--- config.mk ---
export PLATFORM = sky130hd
export DESIGN_NAME = instr_fetch_unit
export DESIGN_NICKNAME = d
export VERILOG_FILES = /design/src/rtl/instr_fetch_unit_pkg.sv /design/src/rtl/instr_fetch_unit_call_stack.sv /design/src/rtl/instr_fetch_unit.sv
export SDC_FILE = /design/constraint.sdc
export NUM_CORES = 1
export LEC_CHECK = 0
export ABC_CLOCK_PERIOD_IN_PS = 2700
export BUFFER_PORTS_ARGS = -buffer_cell sky130_fd_sc_hd__buf_2
export CAP_MARGIN = 10
export CORE_ASPECT_RATIO = 1.1
export CORE_MARGIN = 2
export CORE_UTILIZATION = 52
export DETAILED_ROUTE_END_ITERATION = 16
export GPL_TIMING_DRIVEN = 0
export PLACE_DENSITY = 0.76
export SYNTH_ARGS = -nofsm -noshare
export SYNTH_HDL_FRONTEND = slang
export SYNTH_SLANG_ARGS = --single-unit
--- constraint.sdc ---
create_clock -name clk -period 2.7 [get_ports clk]
set_clock_uncertainty 0.15 [all_clocks]
set_input_delay 0.27 -clock clk [delete_from_list [all_inputs] [get_ports clk]]
set_output_delay 0.27 -clock clk [all_outputs]
set_load 0.01 [all_outputs]
--- src/rtl/instr_fetch_unit_pkg.sv ---
// Shared constants and types for the instruction fetch unit and its call stack.
package instr_fetch_unit_pkg;

    localparam int unsigned PC_W        = 13;
    localparam int unsigned INSTR_W     = 14;
    localparam int unsigned STACK_DEPTH = 8;
    localparam int unsigned PCLATH_W    = 5;
    localparam int unsigned PCL_W       = 8;

    localparam logic [INSTR_W-1:0] NOP_WORD = 14'h0000;

    typedef enum logic [1:0] {
        StkHold,
        StkPush,
        StkPop,
        StkIllegal
    } stack_op_e;

    // Push and pop together is illegal; the stack flags it instead of moving.
    function automatic stack_op_e stack_op(input logic push, input logic pop);
        stack_op_e op;
        case ({push, pop})
            2'b10:   op = StkPush;
            2'b01:   op = StkPop;
            2'b11:   op = StkIllegal;
            default: op = StkHold;
        endcase
        return op;
    endfunction

endpackage

--- src/rtl/instr_fetch_unit_call_stack.sv ---
// Circular hardware call stack with saturating live count and sticky error flags.
module instr_fetch_unit_call_stack
    import instr_fetch_unit_pkg::*;
#(
    parameter int unsigned DEPTH = STACK_DEPTH,
    parameter int unsigned WIDTH = PC_W
) (
    input  logic             clk,
    input  logic             rst,
    input  logic             push_en,
    input  logic             pop_en,
    input  logic [WIDTH-1:0] push_data,
    output logic [WIDTH-1:0] top,
    output logic             stack_ovf,
    output logic             stack_unf
);

    localparam int unsigned SpW = $clog2(DEPTH);

    logic [SpW-1:0]   sp_q;
    logic [SpW-1:0]   sp_dec;
    logic [SpW:0]     count_q;
    logic [WIDTH-1:0] mem_q [DEPTH];
    stack_op_e        op;

    assign op     = stack_op(push_en, pop_en);
    assign sp_dec = sp_q - SpW'(1);
    assign top    = mem_q[sp_dec];

    always_ff @(posedge clk or posedge rst) begin
        if (rst) begin
            sp_q      <= '0;
            count_q   <= '0;
            stack_ovf <= 1'b0;
            stack_unf <= 1'b0;
        end else begin
            unique case (op)
                StkPush: begin
                    sp_q <= sp_q + SpW'(1);
                    if (count_q == (SpW+1)'(DEPTH)) stack_ovf <= 1'b1;
                    else                            count_q   <= count_q + (SpW+1)'(1);
                end
                StkPop: begin
                    sp_q <= sp_dec;
                    if (count_q == '0) stack_unf <= 1'b1;
                    else               count_q   <= count_q - (SpW+1)'(1);
                end
                StkIllegal: begin
                    stack_ovf <= 1'b1;
                    stack_unf <= 1'b1;
                end
                default: ;
            endcase
        end
    end

    // Contents are not reset; a push coinciding with reset must not land.
    always_ff @(posedge clk) begin
        if (!rst && op == StkPush) mem_q[sp_q] <= push_data;
    end

endmodule

--- src/rtl/instr_fetch_unit.sv ---
// Program counter, instruction register and call stack feeding the decoder.
module instr_fetch_unit
    import instr_fetch_unit_pkg::*;
#(
    parameter int unsigned       PC_WIDTH     = PC_W,
    parameter int unsigned       INSTR_WIDTH  = INSTR_W,
    parameter int unsigned       STACK_DEPTH  = instr_fetch_unit_pkg::STACK_DEPTH,
    parameter logic [PC_WIDTH-1:0] RESET_VECTOR = '0
) (
    input  logic                   clk,
    input  logic                   rst,
    output logic [PC_WIDTH-1:0]    prog_addr,
    input  logic [INSTR_WIDTH-1:0] prog_data,
    output logic [INSTR_WIDTH-1:0] instr_current,
    input  logic                   instr_rd_en,
    input  logic                   instr_flush,
    input  logic                   pc_incr_en,
    input  logic                   pc_j_en,
    input  logic                   push_en,
    input  logic                   pop_en,
    input  logic [PCLATH_W-1:0]    pclath,
    input  logic                   pcl_wr_en,
    input  logic [PCL_W-1:0]       pcl_wr_data,
    output logic [PC_WIDTH-1:0]    pc_out,
    output logic                   stack_ovf,
    output logic                   stack_unf
);

    logic [PC_WIDTH-1:0]    pc_q, pc_d;
    logic [PC_WIDTH-1:0]    stack_top;
    logic [INSTR_WIDTH-1:0] instr_q;

    assign prog_addr     = pc_q;
    assign pc_out        = pc_q;
    assign instr_current = instr_q;

    instr_fetch_unit_call_stack #(
        .DEPTH (STACK_DEPTH),
        .WIDTH (PC_WIDTH)
    ) u_call_stack (
        .clk       (clk),
        .rst       (rst),
        .push_en   (push_en),
        .pop_en    (pop_en),
        .push_data (pc_q),
        .top       (stack_top),
        .stack_ovf (stack_ovf),
        .stack_unf (stack_unf)
    );

    always_comb begin
        pc_d = pc_q;
        if (pcl_wr_en) begin
            pc_d = PC_WIDTH'({pclath, pcl_wr_data});
        end else if (pop_en) begin
            pc_d = stack_top;
        end else if (pc_j_en) begin
            pc_d = PC_WIDTH'({pclath[4:3], instr_q[10:0]});
        end else if (pc_incr_en) begin
            pc_d = pc_q + PC_WIDTH'(1);
        end
    end

    always_ff @(posedge clk or posedge rst) begin
        if (rst) begin
            pc_q    <= RESET_VECTOR;
            instr_q <= INSTR_WIDTH'(NOP_WORD);
        end else begin
            pc_q <= pc_d;
            if (instr_flush)      instr_q <= INSTR_WIDTH'(NOP_WORD);
            else if (instr_rd_en) instr_q <= prog_data;
        end
    end

endmodule

==> results <==
- The flow ran to the end, and the final reports show no timing, DRC or antenna violations.
- Routability-driven placement finished with a final weighted congestion of roughly 0.93.
- The synthesis warning total is 0.
- Clock-pin slew was measured on the worst setup and hold paths at ~0.060 ns.
- The tree built by TritonCTS fans out to 140 sinks.
- The predominant post-synthesis flop cell is edfxtp_1.
- The share of total power in combinational logic is 35.3%.
- The slowest stage of the critical path is the dfrtp_2 cell.
- Traced cell by cell, the critical path runs through buf_8, buf_6, clkinvlp_4, ha_4, buf_4, mux4_2, nor2_1, nor2_1, o22ai_1, nor2_1.
- The startpoint of the most critical register-to-register path is u_call_stack.sp_q[0].
- In this run the power density over the cells is 1080 nW/um2.
- The initial utilization of the core area, before any placement, comes to between 50% and 60%.
- The number of fill cells in the layout is roughly 860.
- The total area inside the core boundary comes to approximately 12000 um2.
- By count the netlist is led by edfxtp_1 (104), nand2_1 (61), dfrtp_1 (36), nor2_1 (36), mux2i_1 (24).
- The synthesized design contains 140 register bits.
- After synthesis, the netlist uses 47 different library cells.
- The worst hold path passes through 3 cells.
- The average footprint of a synthesized cell is 13.1 um2.
- The hold path startpoint is pcl_wr_data[7].
- The clock period minus final worst setup slack is about 2.6 ns.
- The largest single stage delay on the critical path is roughly 0.40 ns.
- The share of synthesized area in the top cell type comes to approximately half.
- The longest clock path from root to sink contains 2 buffers.
- The final max-slew violation count is 0.
- The sum of overflow across all layers after global routing is 0.
- The end point of the worst hold path is pc_out[7].
- The share of final-layout standard cells stronger than drive strength 1 is 27.8%.
- The number of top-level design ports is approximately 80.
- In this run, placement finished with an instance count of ~710.
- The DRC violations left is 0.
- The total vias in the final route is roughly 4500.
- The type of the setup path with the least slack is reg -> reg.
- At the later pin of the worst-skew pair, clock insertion delay measures around 0.42 ns.
- In this run the power spent charging and discharging nets is just under 3000 uW.
- The number of diodes added for antenna fixing is 0.
- Measured in cells, the most critical reg-to-reg path has a length of 10.
- Summed over all instances, the cell type with the most area after synthesis is edfxtp_1.
- The die area is between 10000 and 15000 um2.
- The number of antenna violations at the first check in global routing is 0.
- The critical path's top delay family is buffers and inverters.
- The die span in x is about 110 um.
- For this run, the share of the core covered by cells in the final layout is about 67%.
- TritonCTS built the clock tree.
- In this run the vertical extent of the chip is 119 um.
- Synthesis handed over a netlist of ~480 instances.
- The number of global-route vias before repair is ~4600.
- Once placement finished, the instance area stood at 6920 um2.
- Input and output buffers added on the ports amount to 76.
- The endpoint identified for the worst register-to-register timing path is pc_out[4].
- Yosys attributes the largest share of cell area to edfxtp_1 (50%), dfrtp_1 (14%), mux4_2 (5.0%), mux2i_1 (3.8%), nand2_1 (3.7%).
- The worst endpoint data arrival time is 2.73 ns.
- Once detail routing completed, the nets flagged for antenna violations numbered 0.
- The internal cell power is ~5600 uW.
- The critical path capture point type is a register.
- The number of nets in the synthesized netlist is 523.
- The mapped netlist covers around 6300 um2.
- The number of rows in the core area is 42.
- The half-perimeter wire length of the detailed placement result is around 10000 um.
- Setup violations remaining at the end of the flow were counted as 0.
- The final hold slack is between 0.003 and 0.004 ns.
- The period utilization is a little over nine tenths.
- The routed via count divided by cell count is 5.85.
- The worst path required time is about 2.9 ns.
- The most common cell in the synthesized netlist is edfxtp_1.
- The count of buffer and inverter cells on the critical path is 4.
- The master cell of the clock root buffer is clkbuf_16.
- Among the stages of the critical path, the cell type that occurs most often is nor2_1.
- At the pin with the least slew margin, the transition time is 0.942 ns.
- Across all setup checks in the final design, the least slack found is ~0.12 ns.
- For this run, the register share of the synthesized area comes to 64.2%.
- Excluding fillers, the count of instances in the completed layout stands at 776.
- The count of endpoints failing hold in the final timing report is 0.
- Wires add up to around 17000 um.
- Of all flip-flops after synthesis, the portion carrying an async set or reset was 25.7%.
- Along the worst path, the maximum fanout reaches 10.
- The maximum number of pins on one net before global-route repair is 37.
- The tool flagged a number of max-cap violations equal to 0.
- Once layout is done, the placed cells without fillers occupy a little under 8000 um2.
- Of the total power, registers draw 35.5%.
- The clock share of power is 29.3%.
- The total number of H-tree levels is 4.
- The synthesized design contains 104 enable-type register cells.
- IR analysis of the VDD net gives a maximum drop of ~0.6 mV.
- The wire length of the first global-routing pass is approximately 25000 um.
- The post-place setup slack is -0.603 ns.
- The kind of start point of the critical path is a register.
- The flop-to-flop setup slack is approximately 0.12 ns.
- The first detailed-routing pass took 7 iterations.
- The worst hold path belongs to the class in -> reg.
- Net switching is about a third of the power.
- The area added between synthesis and finish is 26.4%.
- The number of violations reported at the end of detailed-routing iteration 0 is 479.
- The global router's overall resource usage is 27.1%.
- The clock buffer count from CTS is 17.
- In the final routed layout, each cell accounts on average for between 20 and 25 um.
- The number of nets in the finished design is 654.
- In this run the static leakage power is roughly 0.0031 uW.
- Headroom to the max-slew limit came out at a little under two fifths.
- The timing-limited maximum frequency is about 0.39 GHz.
-- per-stage QoR --
stage           TNS, ns  total power [uW]
5_1_grt        -0.00122              8900
2_1_floorplan         0              4770
3_5_place_dp      -8.03              5650
4_1_cts               0              8470
6_report              0              8550
3_3_place_gp     -98.03              5540
-- worst max path at each step --
stage / from / to / slack [ns] / cells past startpoint
global route: u_call_stack.sp_q[0] / pc_out[4] / -0.001 / 10
floorplan: u_call_stack.sp_q[0] / pc_out[10] / 0.04 / 9
detailed placement: u_call_stack.sp_q[0] / pc_out[12] / -0.60 / 10
global placement: rst / u_call_stack.mem_q[7][7] / -0.95 / 4
finish: u_call_stack.sp_q[0] / pc_out[4] / 0.12 / 10
CTS: u_call_stack.sp_q[0] / pc_out[12] / 0.002 / 10
-- power groups by stage --
| stage | combinational, uW | sequential, uW | clock, uW |
|---|---|---|---|
| after floorplan | 1800 | 2980 | 0 |
| after global placement | 2500 | 3040 | 0 |
| after detailed placement | 2590 | 3070 | 0 |
| after CTS | 2930 | 3020 | 2520 |
| after global routing | 3230 | 3060 | 2600 |
| final | 3010 | 3030 | 2500 |
-- per-layer routing --
layer  GRT usage [%]  share of wire (%)  up-vias
met3            5.64                7.8       52
li1                -                  -     2025
met2            42.2                 49      252
met4            12.7                3.0        0
met1            36.4                 40     2210
met5               0                  0        -
-- timing repair --
| item | CTS | global route |
|---|---|---|
| gates resized for setup | 15 | 6 |
| hold buffers | 23 | 0 |
| setup endpoints to repair | 44 | 10 |
| buffers inserted | 6 | 0 |
| hold endpoints to repair | 56 | 0 |
| pin swaps | 1 | 0 |
-- cells by family (layout without fill, tap and decap cells) --
group | after synthesis | count (layout) | share of synthesized area (%)
flops | 140 | 140 | 64.2
compound gates | 71 | 71 | 7.00
fa+ha+maj | 9 | 9 | 1.92
simple gates | 151 | 151 | 11.0
xor+xnor | 17 | 17 | 2.49
buf+inv | 51 | 195 | 4.17
mux | 39 | 39 | 9.28
-- cell usage in the layout, fill, tap and decap left out, types with 3 or more instances in the layout --
cell | Yosys | layout
dlygate4sd3_1 | 0 | 22
a31oi_1 | 8 | 8
clkinv_2 | 0 | 3
buf_6 | 0 | 5
bufinv_16 | 0 | 5
o21ai_0 | 19 | 19
dfrtp_1 | 36 | 35
edfxtp_1 | 104 | 104
nor2_2 | 0 | 3
clkinvlp_4 | 0 | 4
a21oi_1 | 17 | 17
o22ai_1 | 5 | 5
nor2b_1 | 8 | 8
mux4_2 | 14 | 14
clkbuf_16 | 0 | 17
clkbuf_1 | 12 | 14
nor2_1 | 36 | 33
nand4_1 | 9 | 9
nand3_1 | 18 | 18
ha_1 | 8 | 7
mux2i_1 | 24 | 24
nor3_1 | 6 | 4
inv_1 | 15 | 13
a22oi_1 | 4 | 4
xor2_1 | 7 | 7
nand2_1 | 61 | 61
xnor2_1 | 9 | 8
buf_2 | 8 | 81
buf_4 | 16 | 24
-- state kept, by name, summed over array words and instances (netlist names) --
| signal | flops |
|---|---|
| instr_current | 14 |
| pc_out | 13 |
| u_call_stack.mem_q | 104 |
| u_call_stack.stack_unf | 1 |
| u_call_stack.sp_q | 3 |
| u_call_stack.count_q | 4 |
| u_call_stack.stack_ovf | 1 |
-- tightest hold or removal path, cell delays in order --
cell and delay, ns:
buf_2 0.08, o22ai_1 0.06, nor2_1 0.11
-- layout make-up --
cell class              count  area (um2)  area share, %
clock buffers              20         437           5.51
flip-flops and latches    140        4030           50.8
well taps                 154         193           2.43
multi-input cells         287        2050           25.8
inverters                  15        60.1          0.758
plain buffers              36         235           2.97
clock inverters            12         196           2.48
repair buffers            112         731           9.22
Note: power is estimated with default switching activity, not from simulation.
